===== config.mk =====
export PLATFORM = sky130hd
export DESIGN_NAME = aes128_stream32
export DESIGN_NICKNAME = d
export VERILOG_FILES = /design/src/rtl/aes128_stream32.sv
export SDC_FILE = /design/constraint.sdc
export NUM_CORES = 1
export LEC_CHECK = 0
export ABC_CLOCK_PERIOD_IN_PS = 2020
export BUFFER_PORTS_ARGS = -buffer_cell sky130_fd_sc_hd__buf_2
export CAP_MARGIN = 20
export CELL_PAD_IN_SITES_DETAIL_PLACEMENT = 1
export CELL_PAD_IN_SITES_GLOBAL_PLACEMENT = 1
export CORE_AREA = 8 8 217 219
export CTS_BUF_LIST = sky130_fd_sc_hd__clkbuf_4 sky130_fd_sc_hd__clkbuf_8
export CTS_CLUSTER_DIAMETER = 150
export DETAILED_ROUTE_END_ITERATION = 8
export DIE_AREA = 0 0 225 227
export GPL_TIMING_DRIVEN = 0
export PLACE_DENSITY_LB_ADDON = 0.05
export SETUP_SLACK_MARGIN = 0.15
export SKIP_LAST_GASP = 1
export SLEW_MARGIN = 0
export SYNTH_ARGS = -nofsm -noshare
export SYNTH_HDL_FRONTEND = slang
export SYNTH_SLANG_ARGS = --single-unit

===== constraint.sdc =====
create_clock -name clock -period 2.02 [get_ports clock]
set_input_delay 0.303 -clock clock [delete_from_list [all_inputs] [get_ports clock]]
set_output_delay 0.303 -clock clock [all_outputs]
set_load 0.05 [all_outputs]

===== src/rtl/aes128_stream32.sv =====
// 32-bit valid/ready front end for an AES-128 core: assembles key and plaintext words,
// sequences the core's reset/ce/done handshake and streams the ciphertext back out.
`timescale 1ns/1ps

module aes128_stream32 #(
    parameter int unsigned TIMEOUT = 64
) (
    input  logic         clock,
    input  logic         reset,
    input  logic         in_valid,
    output logic         in_ready,
    input  logic [31:0]  in_data,
    input  logic         in_key,
    output logic         out_valid,
    input  logic         out_ready,
    output logic [31:0]  out_data,
    output logic         busy,
    output logic         err_timeout,
    output logic         core_reset,
    output logic         core_ce,
    output logic [127:0] core_data_in,
    output logic [127:0] core_key,
    input  logic [127:0] core_data_out,
    input  logic         core_done
);

    localparam int unsigned TW = (TIMEOUT > 2) ? $clog2(TIMEOUT) : 1;

    typedef enum logic [1:0] {StLoad, StCrst, StRun, StDrain} state_e;

    state_e          state_q;
    logic [1:0]      wcnt_q;
    logic [1:0]      ocnt_q;
    logic [TW-1:0]   tmo_q;
    logic            grp_key_q;
    logic            err_q;
    logic [127:0]    key_q;
    logic [127:0]    pt_q;
    logic [127:0]    obuf_q;
    logic            in_fire;
    logic            is_key;

    assign in_fire = in_valid & in_ready;
    // Group type comes from in_key on word 0 only; later words reuse the latched value.
    assign is_key  = (wcnt_q == 2'd0) ? in_key : grp_key_q;

    always_ff @(posedge clock) begin
        if (reset) begin
            state_q   <= StLoad;
            wcnt_q    <= 2'd0;
            ocnt_q    <= 2'd0;
            tmo_q     <= '0;
            grp_key_q <= 1'b0;
            err_q     <= 1'b0;
            key_q     <= '0;
            pt_q      <= '0;
            obuf_q    <= '0;
        end else begin
            case (state_q)
                StLoad: begin
                    if (in_fire) begin
                        wcnt_q <= wcnt_q + 2'd1;
                        if (wcnt_q == 2'd0) grp_key_q <= in_key;
                        // ~wcnt selects word 0 at [127:96] down to word 3 at [31:0].
                        if (is_key) key_q[{~wcnt_q, 5'd0} +: 32] <= in_data;
                        else        pt_q[{~wcnt_q, 5'd0} +: 32]  <= in_data;
                        if (!is_key && wcnt_q == 2'd3) state_q <= StCrst;
                    end
                end
                StCrst: begin
                    tmo_q   <= '0;
                    state_q <= StRun;
                end
                StRun: begin
                    if (core_done) begin
                        obuf_q  <= core_data_out;
                        ocnt_q  <= 2'd0;
                        state_q <= StDrain;
                    end else if (tmo_q == TW'(TIMEOUT - 1)) begin
                        err_q   <= 1'b1;
                        state_q <= StLoad;
                    end else begin
                        tmo_q <= tmo_q + 1'b1;
                    end
                end
                StDrain: begin
                    if (out_ready) begin
                        ocnt_q <= ocnt_q + 2'd1;
                        if (ocnt_q == 2'd3) state_q <= StLoad;
                    end
                end
                default: state_q <= StLoad;
            endcase
        end
    end

    assign in_ready     = ~reset & (state_q == StLoad);
    assign out_valid    = ~reset & (state_q == StDrain);
    assign busy         = ~reset & (state_q != StLoad);
    assign core_ce      = ~reset & (state_q == StRun);
    assign core_reset   = reset | (state_q == StCrst);
    assign err_timeout  = err_q;
    assign out_data     = obuf_q[{~ocnt_q, 5'd0} +: 32];
    assign core_data_in = pt_q;
    assign core_key     = key_q;

endmodule


==> results of run 1 <==
state kept, by name, summed over array words and instances, names as in the netlist:
name          flops
grp_key_q         1
core_key        128
ocnt_q            2
state_q           2
err_timeout       1
obuf_q          128
wcnt_q            2
core_data_in    128
tmo_q             6
cells in the final DEF (no fill, tap or decap), types with 4 or more instances in the layout:
cell type | synthesis | layout
sky130_fd_sc_hd__clkbuf_4 | 0 | 27
sky130_fd_sc_hd__dfxtp_1 | 398 | 392
sky130_fd_sc_hd__clkbuf_2 | 0 | 32
sky130_fd_sc_hd__mux4_2 | 32 | 32
sky130_fd_sc_hd__clkbuf_16 | 0 | 8
sky130_fd_sc_hd__buf_4 | 1 | 36
sky130_fd_sc_hd__dlygate4sd3_1 | 0 | 158
sky130_fd_sc_hd__a21oi_1 | 133 | 131
sky130_fd_sc_hd__buf_6 | 0 | 51
sky130_fd_sc_hd__nand3_1 | 12 | 8
sky130_fd_sc_hd__ha_1 | 8 | 5
sky130_fd_sc_hd__inv_2 | 1 | 4
sky130_fd_sc_hd__buf_1 | 8 | 6
sky130_fd_sc_hd__nor2_1 | 4 | 4
sky130_fd_sc_hd__nand3_4 | 0 | 8
sky130_fd_sc_hd__clkbuf_1 | 79 | 28
sky130_fd_sc_hd__buf_2 | 33 | 429
sky130_fd_sc_hd__clkbuf_8 | 0 | 104
sky130_fd_sc_hd__mux2i_1 | 258 | 256
sky130_fd_sc_hd__diode_2 | 0 | 5
sky130_fd_sc_hd__a211oi_1 | 4 | 4
sky130_fd_sc_hd__buf_8 | 0 | 17
sky130_fd_sc_hd__nand2_1 | 645 | 645
sky130_fd_sc_hd__clkinvlp_4 | 0 | 4
sky130_fd_sc_hd__dfxtp_4 | 0 | 5
logic make-up after synthesis:
kind of cell	after synthesis
AND/OR/NAND/NOR	684
adder cells (fa/ha/maj)	8
buffers and inverters	127
AO/OA/AOI/OAI	153
multiplexers	291
XOR/XNOR	1
flip-flops	398
repair_timing:
action / CTS / global route
hold buffers: 158 / 0
buffers inserted: 23 / 16
gates cloned: 0 / 6
gates resized for setup: 237 / 82
endpoints found under the hold margin: 335 / 0
setup endpoints to repair: 414 / 359
pin swaps: 8 / 3
report_power, final:
| group | internal, mW | switching, mW | total, mW |
|---|---|---|---|
| Combinational | 0.641 | 0.957 | 1.60 |
| Sequential | 7.91 | 0.0448 | 7.96 |
| Clock | 4.70 | 3.48 | 8.18 |
final timing paths:
check / start / to / slack (ns) / depth (start not counted)
max: ocnt_q[0]$_SDFFE_PP0P_ / out_data[1] / -0.36 / 4
max reg2reg: state_q[1]$_SDFFE_PP0P_ / core_key[37]$_SDFFE_PP0P_ / 0.19 / 8
min reg2reg: core_data_in[92]$_SDFFE_PP0P_ / core_data_in[92]$_SDFFE_PP0P_ / 0.45 / 2
min: in_data[3] / core_key[99]$_SDFFE_PP0P_ / 0.06 / 3
per-stage QoR:
stage	setup TNS [ns]	hold slack [ns]	std cells	worst slack [ns]	utilization, %
after CTS	-11.07	0.003378	3016	-0.3945	51.85
after floorplan	0	0.4331	1662	0.09731	-
final	-9.771	0.05934	3043	-0.3605	52.83
after global placement	-158.47	0.4390	2713	-0.8189	42.44
after detailed placement	-183.37	0.4472	2713	-0.9086	42.44
after global routing	-12.24	0.03624	3040	-0.4202	52.82
tightest hold or removal path, stage by stage:
cell and delay, ns:
sky130_fd_sc_hd__buf_2 0.16, sky130_fd_sc_hd__nand2_1 0.09, sky130_fd_sc_hd__mux2i_1 0.06
metal layers:
metal | wire length (um) | global-route usage [%] | part of all wire, % | vias to the layer above
met5 | 21 | 0 | 0.030 | -
met4 | 2442 | 10.85 | 3.5 | 4
met3 | 4834 | 7.999 | 6.8 | 137
met2 | 34580 | 45.64 | 49 | 444
met1 | 28780 | 30.31 | 41 | 7565
li1 | - | - | - | 7033
final cells by class:
cell class / instances / area (um2)
timing repair buffer: 662 / 4568
inverter: 6 / 30.03
sequential: 398 / 7988
buffer: 121 / 1023
clock inverter: 4 / 50.05
multi-input combinational: 1137 / 7172
fill: 5069 / 20580
tap: 592 / 740.7
antenna: 5 / 12.51
clock buffer: 118 / 1474
==> parameters.txt, run 1 <==
Parameter                              Value

Drt
  Routed length per placed instance ... between 20 and 25 um
  Remaining antenna violation count after routing ... 0
  Pre-antenna DRT Iters ... 5
  Number of design-rule violations left by the first detailed-router iteration ... 667
  Overall via count from detail_route ... 15180
  Total detailed-routing wirelength ... 70660 um
  Mean number of vias per cell ... 4.989
  DRC ... 0

Power
  Total power density per cell area ... ~770 mW/mm2
  Static leakage ... 11.10 nW
  Final Power ... 17.73 mW
  IR Drop Worst-Case VDD ... 0.6023 mV

Synth
  Mapped Cells ... 1662
  Dominant cells by area after synthesis ... sky130_fd_sc_hd__dfxtp_1 52%, sky130_fd_sc_hd__mux2i_1 17%, sky130_fd_sc_hd__nand2_1 16%
  Share of the synthesized area in compound gates (AO/OA/AOI/OAI) ... 5.330%
  Area share of the largest cell type after synthesis ... ~52%
  Most common cell in the synthesized netlist ... sky130_fd_sc_hd__nand2_1
  Number of distinct library cells after synthesis ... 46
  Number of enable-type register cells in the synthesized netlist ... 0
  Number of warnings printed during yosys synthesis ... 0
  Netlist Area Pre-Place ... about 0.015 mm2
  Cell taking the most area after synthesis ... sky130_fd_sc_hd__dfxtp_1
  Fraction of the mapped netlist area in adder cells ... 0.6480%
  Number of flip-flops and latches in the synthesized netlist ... roughly 400
  Multiplexer area fraction after synthesis ... 21.46%
  Xor/xnor cell area share of the yosys netlist ... less than 1%
  Largest family of logic cells by synthesized area ... multiplexers
  Sequential cell area fraction in the yosys report ... 51.58%
  Share of synthesized registers carrying an async set or reset ... 0%
  Syn Area/Cell ... ~9.3 um2
  Top cells by count, synth ... 645 x sky130_fd_sc_hd__nand2_1, 398 x sky130_fd_sc_hd__dfxtp_1, 258 x sky130_fd_sc_hd__mux2i_1
  Simple-gate share of the synthesized area ... 17.55%
  Most used flip-flop cell after synthesis ... sky130_fd_sc_hd__dfxtp_1
  Net count after synthesis ... 1836

Layout
  Synthesis-to-finish area growth ... 49.28%
  Final standard cell area without fillers ... roughly 0.023 mm2
  Fraction of final layout cells with drive strength greater than 1 ... about 32%
  Number of nets in the finished design ... about 2600

Clocking
  Root Buffer Master ... sky130_fd_sc_hd__clkbuf_8
  CTS tree ... built
  Maximum level of the CTS H-tree ... 3
  Clock edge transition at the registers on the reported setup and hold paths ... 0.06 ns
  Number of buffers added by the clock tree synthesis step ... 73
  Maximum clock insertion buffer count ... 3
  Clk_lat worst skew ... 0.62 ns
  Clock net sink count ... around 400

Die
  Starting Density ... between 30% and 40%
  Row count ... 77
  Full die area ... 0.05108 mm2
  Boundary Pins ... 460
  Floorplan Core Area ... 0.04364 mm2
  DIE HEIGHT ... 227 um
  Die Span X ... between 200 and 250 um

GRT
  Maximum number of pins on one net before global-route repair ... 11
  Global-route usage over all layers ... 26.43%
  Via count of the first global-routing pass ... 16660
  First-pass GRT wire length ... 102700 um
  Initial antenna violation count ... 6
  Global route total overflow ... 0

Setup path
  Worst endpoint data arrival time ... 2.08 ns
  CP max-delay cell ... sky130_fd_sc_hd__mux4_2
  Required time reported for the critical path endpoint ... 1.72 ns
  Cell chain of the critical path ... clkbuf_16, buf_16, mux4_2, buf_6
  Buffering stage count on the worst path with inverters included ... 3
  Delay-heaviest family, CP ... multiplexers
  Delay of the slowest cell on the worst path ... approximately 0.56 ns
  Worst Setup Start Kind ... flop
  Worst-path fanout max ... 5
  Category of the critical setup timing path ... flop to primary output
  Endpoint kind of the worst setup timing path ... primary output

Place
  Global placement routability congestion ... 0.7980
  Cell Area, Placed ... 0.01852 mm2
  Detailed-placement wirelength estimate ... 49720 um
  Count of input and output buffers ... 459

STA
  Minimum clock period after layout ... around 2.4 ns
  Slew Viols, Final ... 0
  Top achievable clock speed ... 420.1 MHz
  Transition at the pin with the smallest max-transition slack ... 0.8445 ns
  Unrepaired setup endpoints after global routing ... true
  Final worst path period share ... 117.8%
  Worst relative slew slack ... 43.70%
  Number of failing hold endpoints at the final stage ... 0
  Worst Clk Skew ... 0.01578 ns
  Post-route setup slack ... -0.3605 ns
  Final setup violation count ... 33

Run
  Max-Cap Viols ... 0

Outcome
  Violated checks ... setup timing
  Run status ... complete, but fails checks

Min path
  Type of the tightest min-delay check ... input pin to flop
(Power assumes the default switching activity.)
==> inputs of run 2 (changes only) <==
--- a/config.mk
+++ b/config.mk
@@ -10,11 +10,11 @@
 export CAP_MARGIN = 20
 export CELL_PAD_IN_SITES_DETAIL_PLACEMENT = 1
 export CELL_PAD_IN_SITES_GLOBAL_PLACEMENT = 1
-export CORE_AREA = 8 8 217 219
+export CORE_AREA = 8 8 302 158
 export CTS_BUF_LIST = sky130_fd_sc_hd__clkbuf_4 sky130_fd_sc_hd__clkbuf_8
 export CTS_CLUSTER_DIAMETER = 150
 export DETAILED_ROUTE_END_ITERATION = 8
-export DIE_AREA = 0 0 225 227
+export DIE_AREA = 0 0 310 166
 export GPL_TIMING_DRIVEN = 0
 export PLACE_DENSITY_LB_ADDON = 0.05
 export SETUP_SLACK_MARGIN = 0.15
==> parameters.txt, run 2 (synthesis results as in run 1) <==
Parameter                              Value

Place
  Detailed-placement wirelength estimate ... 51070 um (+2.7%)
  Global placement routability congestion ... 0.8430 (+5.6%)
  Worst setup slack before clock tree synthesis ... -0.9750 ns (-0.06632 ns)
  Cell Area, Placed ... 0.01853 mm2 (about the same)
  Count of input and output buffers ... 459 (unchanged)

Layout
  Layout fillers ... 5157 (+1.7%)
  Fin util ... 52.01% (-0.82 points)
  Area taken by flip-flops and latches ... 0.007984 mm2 (about the same)
  Commonest cells after routing, fill and taps aside ... 644 x sky130_fd_sc_hd__nand2_1, 430 x sky130_fd_sc_hd__buf_2, 393 x sky130_fd_sc_hd__dfxtp_1
  Number of nets in the finished design ... 2567 (-0.23%)
  Synthesis-to-finish area growth ... 47.83%
  Multi-input gate area in the final layout ... 0.007166 mm2 (about the same)
  Fraction of final layout cells with drive strength greater than 1 ... 32.01% (-0.13 points)
  Final standard cell area without fillers ... 0.02283 mm2 (-0.97%)
  Most frequent standard cell in the layout excluding fill and tap cells ... sky130_fd_sc_hd__nand2_1

Setup path
  Required time reported for the critical path endpoint ... 1.72 ns (about the same)
  Worst endpoint data arrival time ... 2.10 ns (+0.02 ns)
  Category of the critical setup timing path ... flop to primary output
  Endpoint kind of the worst setup timing path ... primary output
  Worst-path fanout max ... 7 (+2)
  Worst Setup Start Kind ... flop

Drt
  Total detailed-routing wirelength ... 70240 um (-0.59%)
  DRC ... 0 (unchanged)
  Mean number of vias per cell ... 5.008 (+0.37%)
  Pre-antenna DRT Iters ... 5 (unchanged)
  Routed length per placed instance ... 23.11 um (-0.50%)
  Overall via count from detail_route ... 15220 (+0.27%)
  Remaining antenna violation count after routing ... 0 (unchanged)
  Number of design-rule violations left by the first detailed-router iteration ... 846 (+27%)

Power
  Switching power summed over all nets ... 4.398 mW (-1.8%)
  Internal power contribution ... 12.40 mW (-6.5%)
  Combinational Power Share ... 9.7% (+0.7 points)
  IR Drop Worst-Case VDD ... 0.4811 mV (-20%)
  Static leakage ... 11.03 nW (-0.66%)
  Final Power ... 16.79 mW (-5.3%)
  Share of power burned in the clock network ... 43.0% (-3.1 points)
  Total power density per cell area ... 735.4 mW/mm2 (-4.4%)
  Sw Ratio ... 26.19% (+0.94 points)
  Sequential share of power ... 47.3% (+2.4 points)

GRT
  Initial antenna violation count ... 2 (-4)
  Via count of the first global-routing pass ... 16390 (-1.6%)
  Global route total overflow ... 0 (unchanged)
  Global-route usage over all layers ... 25.88% (-0.55 points)
  First-pass GRT wire length ... 102500 um (-0.17%)
  Maximum number of pins on one net before global-route repair ... 17 (+6)

Die
  Full die area ... 0.05146 mm2 (+0.75%)
  Die Span X ... 310 um (+38%)
  DIE HEIGHT ... 166 um (-27%)
  Row count ... 55 (-29%)
  Boundary Pins ... 460 (unchanged)
  Floorplan Core Area ... 0.04390 mm2 (+0.60%)
  Starting Density ... 35.18% (-0.21 points)

Min path
  Type of the tightest min-delay check ... input pin to flop

STA
  Minimum clock period after layout ... 2.408 ns (+0.02750 ns)
  Worst Clk Skew ... 0.01910 ns (+0.003321 ns)
  Slew Viols, Final ... 0 (unchanged)
  Worst relative slew slack ... 43.67% (about the same)
  Top achievable clock speed ... 415.3 MHz (-1.1%)
  Unrepaired setup endpoints after global routing ... true
  Final setup violation count ... 35 (+6.1%)
  Transition at the pin with the smallest max-transition slack ... 0.8450 ns (+0.0004698 ns)
  Final worst path period share ... 119.2% (+1.4 points)
  Number of failing hold endpoints at the final stage ... 0 (unchanged)
  Total Neg Setup Slack ... -10.70 ns (-0.9319 ns)
  Post-route setup slack ... -0.3880 ns (-0.02750 ns)

Outcome
  Violated checks ... setup timing
  Run status ... complete, but fails checks

Clocking
  Clock edge transition at the registers on the reported setup and hold paths ... 0.07 ns (about the same)
  CTS tree ... built
  Number of buffers added by the clock tree synthesis step ... 59 (-19%)
  Clock net sink count ... 398 (unchanged)
  Root Buffer Master ... sky130_fd_sc_hd__clkbuf_8
  Maximum clock insertion buffer count ... 3 (unchanged)
  Maximum level of the CTS H-tree ... 2 (-1)
  Clk_lat worst skew ... 0.65 ns (+0.03 ns)

Run
  Max-Cap Viols ... 0 (unchanged)
==> run 2: cell types whose count changed in the layout (fill, tap and decap cells not counted), moves of 2 or more <==
cell,delta
sky130_fd_sc_hd__buf_12,+2
sky130_fd_sc_hd__buf_4,+12
sky130_fd_sc_hd__buf_6,+3
sky130_fd_sc_hd__buf_8,-11
sky130_fd_sc_hd__clkbuf_1,-4
sky130_fd_sc_hd__clkbuf_2,+5
sky130_fd_sc_hd__clkbuf_4,-8
sky130_fd_sc_hd__clkbuf_8,-18
sky130_fd_sc_hd__clkinv_2,+9
sky130_fd_sc_hd__diode_2,-3
sky130_fd_sc_hd__dlygate4sd3_1,+2
sky130_fd_sc_hd__nand3_2,+2
sky130_fd_sc_hd__nand3_4,-2
==> run 2: worst max-delay path: stages, from the launching register on <==
cell and delay, ns:
sky130_fd_sc_hd__dfxtp_2 0.35, sky130_fd_sc_hd__clkbuf_16 0.19, sky130_fd_sc_hd__clkbuf_16 0.20, sky130_fd_sc_hd__mux4_2 0.54, sky130_fd_sc_hd__buf_6 0.18
==> run 2: what timing repair did <==
item	CTS	global route
setup buffers	30	16
hold buffers	160	0
pin swaps	8	4
hold endpoints to repair	372	0
gates cloned	1	4
setup endpoints to repair	416	353
resized for setup	210	94
==> run 2: area by class of cell <==
class                      count  area share (%)
antenna                        2         0.02192
buffer                       121           4.164
clock buffer                  95           5.342
clock inverter                13          0.3616
inverter                       6          0.1315
multi-input combinational   1137           31.38
sequential                   398           34.96
tap                          598           3.277
timing repair buffer         670           20.36
==> run 2: final timing paths <==
check,from,end,slack [ns],cells past startpoint
setup / recovery,ocnt_q[0]$_SDFFE_PP0P_,out_data[1],-0.39,4
hold / removal,in_data[22],core_data_in[86]$_SDFFE_PP0P_,0.03,3
hold reg to reg,obuf_q[70]$_SDFFE_PP0P_,obuf_q[70]$_SDFFE_PP0P_,0.45,2
setup reg to reg,state_q[1]$_SDFFE_PP0P_,core_key[83]$_SDFFE_PP0P_,0.11,8
==> run 2: through the flow <==
step	std cells	hold WS (ns)
6_report	3040	0.03417
5_1_grt	3040	0.02954
4_1_cts	3018	0.001750
3_5_place_dp	2719	0.4477
3_3_place_gp	2719	0.4397
2_1_floorplan	1662	0.4331
==> run 2: power groups by stage <==
stage	logic, mW	clock network [mW]	registers, mW
floorplan	0.445	0	8.30
global placement	1.16	0	8.12
detailed placement	1.17	0	8.12
CTS	1.54	7.37	7.94
global route	1.70	7.77	7.94
finish	1.63	7.23	7.94
==> run 2: routing by layer <==
metal / GRT usage [%] / wire length, um / vias to the layer above
met2: 41.32 / 31910 / 468
met5: 0 / 0 / -
met1: 34.76 / 31660 / 7603
li1: - / - / 7025
met3: 4.786 / 4085 / 128
met4: 9.361 / 2589 / 0
==> inputs of run 3 (changes only) <==
--- a/config.mk
+++ b/config.mk
@@ -10,12 +10,12 @@
 export CAP_MARGIN = 20
 export CELL_PAD_IN_SITES_DETAIL_PLACEMENT = 1
 export CELL_PAD_IN_SITES_GLOBAL_PLACEMENT = 1
-export CORE_AREA = 8 8 302 158
-export CTS_BUF_LIST = sky130_fd_sc_hd__clkbuf_4 sky130_fd_sc_hd__clkbuf_8
+export CORE_AREA = 8 8 307 160
 export CTS_CLUSTER_DIAMETER = 150
 export DETAILED_ROUTE_END_ITERATION = 8
-export DIE_AREA = 0 0 310 166
+export DIE_AREA = 0 0 315 168
 export GPL_TIMING_DRIVEN = 0
+export MAX_ROUTING_LAYER = met4
 export PLACE_DENSITY_LB_ADDON = 0.05
 export SETUP_SLACK_MARGIN = 0.15
 export SKIP_LAST_GASP = 1
==> parameters.txt, run 3 (synthesis results as in run 1) <==
Parameter                              Value

Setup path
  Endpoint kind of the worst setup timing path ... primary output
  Worst-path fanout max ... 5 (-2)
  Delay of the slowest cell on the worst path ... 0.55 ns (about the same)
  Cell chain of the critical path ... clkbuf_16, buf_12, buf_12, mux4_2, buf_6
  Category of the critical setup timing path ... flop to primary output
  Most used cell, CP ... sky130_fd_sc_hd__buf_12
  CP max-delay cell ... sky130_fd_sc_hd__mux4_2
  Buffering stage count on the worst path with inverters included ... 4 (+1)
  Endpoint of the most critical register-to-register path ... core_key[100]$_SDFFE_PP0P_
  Worst Setup Start Kind ... flop
  Flop2flop setup slack ... 0.07 ns (-0.04 ns)
  Required time reported for the critical path endpoint ... 1.72 ns (about the same)
  Worst Reg-to-Reg Cells ... 8 (unchanged)
  Critical path origin ... ocnt_q[0]$_SDFFE_PP0P_
  Delay-heaviest family, CP ... buffers and inverters
  R2r startpoint ... wcnt_q[0]$_SDFFE_PP0P_
  Worst endpoint data arrival time ... 2.04 ns (-0.06 ns)

Min path
  Min-delay src ... core_data_out[98]
  Hold EP ... obuf_q[98]$_SDFFE_PP0P_
  Type of the tightest min-delay check ... input pin to flop
  Hold Path Depth ... 3 (unchanged)

Clocking
  Clock edge transition at the registers on the reported setup and hold paths ... 0.06 ns (about the same)
  Clock net sink count ... 398 (unchanged)
  Clk_lat worst skew ... 0.55 ns (-0.10 ns)
  Maximum clock insertion buffer count ... 3 (unchanged)
  Maximum level of the CTS H-tree ... 2 (unchanged)
  CTS tree ... built
  Number of buffers added by the clock tree synthesis step ... 38 (-36%)
  Root Buffer Master ... sky130_fd_sc_hd__clkbuf_16

Drt
  Detail Route met2 WL ... 31620 um (-0.91%)
  Mean number of vias per cell ... 5.027 (+0.38%)
  Remaining antenna violation count after routing ... 0 (unchanged)
  Number of design-rule violations left by the first detailed-router iteration ... 895 (+5.8%)
  Pre-antenna DRT Iters ... 5 (unchanged)
  DRC ... 0 (unchanged)
  Top routing layer in use ... met4
  Overall via count from detail_route ... 14600 (-4.1%)
  Routed length per placed instance ... 23.97 um (+3.7%)
  Total detailed-routing wirelength ... 69640 um (-0.86%)
  Total length of routed met3 wires ... 3531 um (-14%)
  DRT met1 WL ... 32430 um (+2.4%)

Outcome
  Run status ... complete, but fails checks
  Violated checks ... setup timing

Die
  Boundary Pins ... 460 (unchanged)
  Row count ... 55 (unchanged)
  Full die area ... 0.05292 mm2 (+2.8%)
  Die Span X ... 315 um (+1.6%)
  Floorplan Core Area ... 0.04466 mm2 (+1.7%)
  DIE HEIGHT ... 168 um (+1.2%)
  Starting Density ... 34.58% (-0.60 points)

Layout
  Fraction of final layout cells with drive strength greater than 1 ... 34.90% (+2.9 points)
  Final standard cell area without fillers ... 0.02266 mm2 (-0.76%)
  Most frequent standard cell in the layout excluding fill and tap cells ... sky130_fd_sc_hd__nand2_1
  Commonest cells after routing, fill and taps aside ... 573 x sky130_fd_sc_hd__nand2_1, 429 x sky130_fd_sc_hd__buf_2, 392 x sky130_fd_sc_hd__dfxtp_1
  Layout fillers ... 5111 (-0.89%)
  Synthesis-to-finish area growth ... 46.71%
  Area taken by flip-flops and latches ... 0.007983 mm2 (about the same)
  Number of nets in the finished design ... 2454 (-4.4%)
  Multi-input gate area in the final layout ... 0.007720 mm2 (+7.7%)

GRT
  Via count of the first global-routing pass ... 15890 (-3.0%)
  First-pass GRT wire length ... 99730 um (-2.7%)
  Global route total overflow ... 0 (unchanged)
  Initial antenna violation count ... 3 (+1)
  Global-route usage over all layers ... 25.29% (-0.60 points)
  Maximum number of pins on one net before global-route repair ... 16 (-1)

STA
  Top achievable clock speed ... 426.1 MHz (+2.6%)
  Final worst path period share ... 116.2% (-3.0 points)
  Total Neg Setup Slack ... -7.967 ns (+2.736 ns)
  Transition at the pin with the smallest max-transition slack ... 0.7183 ns (-0.1267 ns)
  Post-route setup slack ... -0.3271 ns (+0.06083 ns)
  Worst relative slew slack ... 52.11% (+8.4 points)
  Unrepaired setup endpoints after global routing ... true
  Worst Clk Skew ... 0.01842 ns (-0.0006851 ns)
  Final setup violation count ... 32 (-8.6%)
  Number of failing hold endpoints at the final stage ... 0 (unchanged)
  Slew Viols, Final ... 0 (unchanged)
  Minimum clock period after layout ... 2.347 ns (-0.06083 ns)

Place
  Count of input and output buffers ... 459 (unchanged)
  Detailed-placement wirelength estimate ... 52410 um (+2.6%)
  Cell Area, Placed ... 0.01853 mm2 (unchanged)
  Global placement routability congestion ... 0.8499 (+0.82%)

Power
  Total power density per cell area ... 764.3 mW/mm2 (+3.9%)
  IR Drop Worst-Case VDD ... 0.5384 mV (+12%)
  Static leakage ... 11.20 nW (+1.6%)

Run
  Max-Cap Viols ... 0 (unchanged)
-- run 3: cell count changes in the layout (fill, tap and decap cells not counted), sizes merged, moves of 4 or more --
cell / change
dlygate4sd3: -88
clkbuf: -42
clkinv: -8
bufinv: +4
-- run 3: cell type report --
type | instances | share of cell area [%]
flip-flops and latches | 398 | 35.23
diodes | 3 | 0.03313
inverters | 6 | 0.1491
repair buffers | 578 | 16.73
clock buffers | 55 | 5.069
well taps | 598 | 3.302
multi-input cells | 1137 | 34.07
plain buffers | 121 | 4.760
clock inverters | 9 | 0.6626
-- run 3: worst register-to-register path: cells and delay by family (launching register included) --
family / cells / cell delay, ns
muxes: 1 / 0.13
buffers and inverters: 4 / 0.80
adders and majority gates: 1 / 0.31
and+or+nand+nor: 2 / 0.28
DFF: 1 / 0.37
-- run 3: repair_timing --
item,in CTS,in global routing
gates cloned,1,8
hold buffers,72,0
setup endpoints to repair,418,340
hold endpoints to repair,72,0
pin swaps,8,59
buffers inserted,31,7
gates resized for setup,224,249
-- run 3: how the worst max path moves through the flow --
stage	to	slack [ns]	cells past startpoint
after floorplan	core_data_in[66]$_SDFFE_PP0P_	0.1	7
after global placement	core_data_in[58]$_SDFFE_PP0P_	-0.77	6
after detailed placement	core_data_in[33]$_SDFFE_PP0P_	-0.89	6
after CTS	out_data[29]	-0.35	5
after global routing	out_data[29]	-0.37	5
final	out_data[29]	-0.33	5
-- run 3: report_power, final --
part | internal [mW] | leakage [nW] | switching [mW]
logic | 0.659 | 7.36 | 1.07
clock network | 4.46 | 0.632 | 3.19
registers | 7.90 | 3.21 | 0.0397
-- run 3: metrics by stage --
stage	worst slack [ns]	util [%]	hold slack, ns	power, mW	cells
floorplan	0.09731	-	0.4331	8.744	1662
global placement	-0.7699	41.48	0.4390	9.278	2719
detailed placement	-0.8941	41.48	0.4479	9.300	2719
CTS	-0.3510	48.30	0.00002037	17.16	2887
global route	-0.3715	50.74	0.005552	17.88	2905
finish	-0.3271	50.74	0.01705	17.32	2905
-- run 3: layer usage --
layer | vias to the layer above | track usage (%)
li1 | 6800 | -
met3 | 107 | 4.352
met2 | 402 | 39.96
met1 | 7294 | 33.26
met4 | 0 | 7.383
met5 | - | -
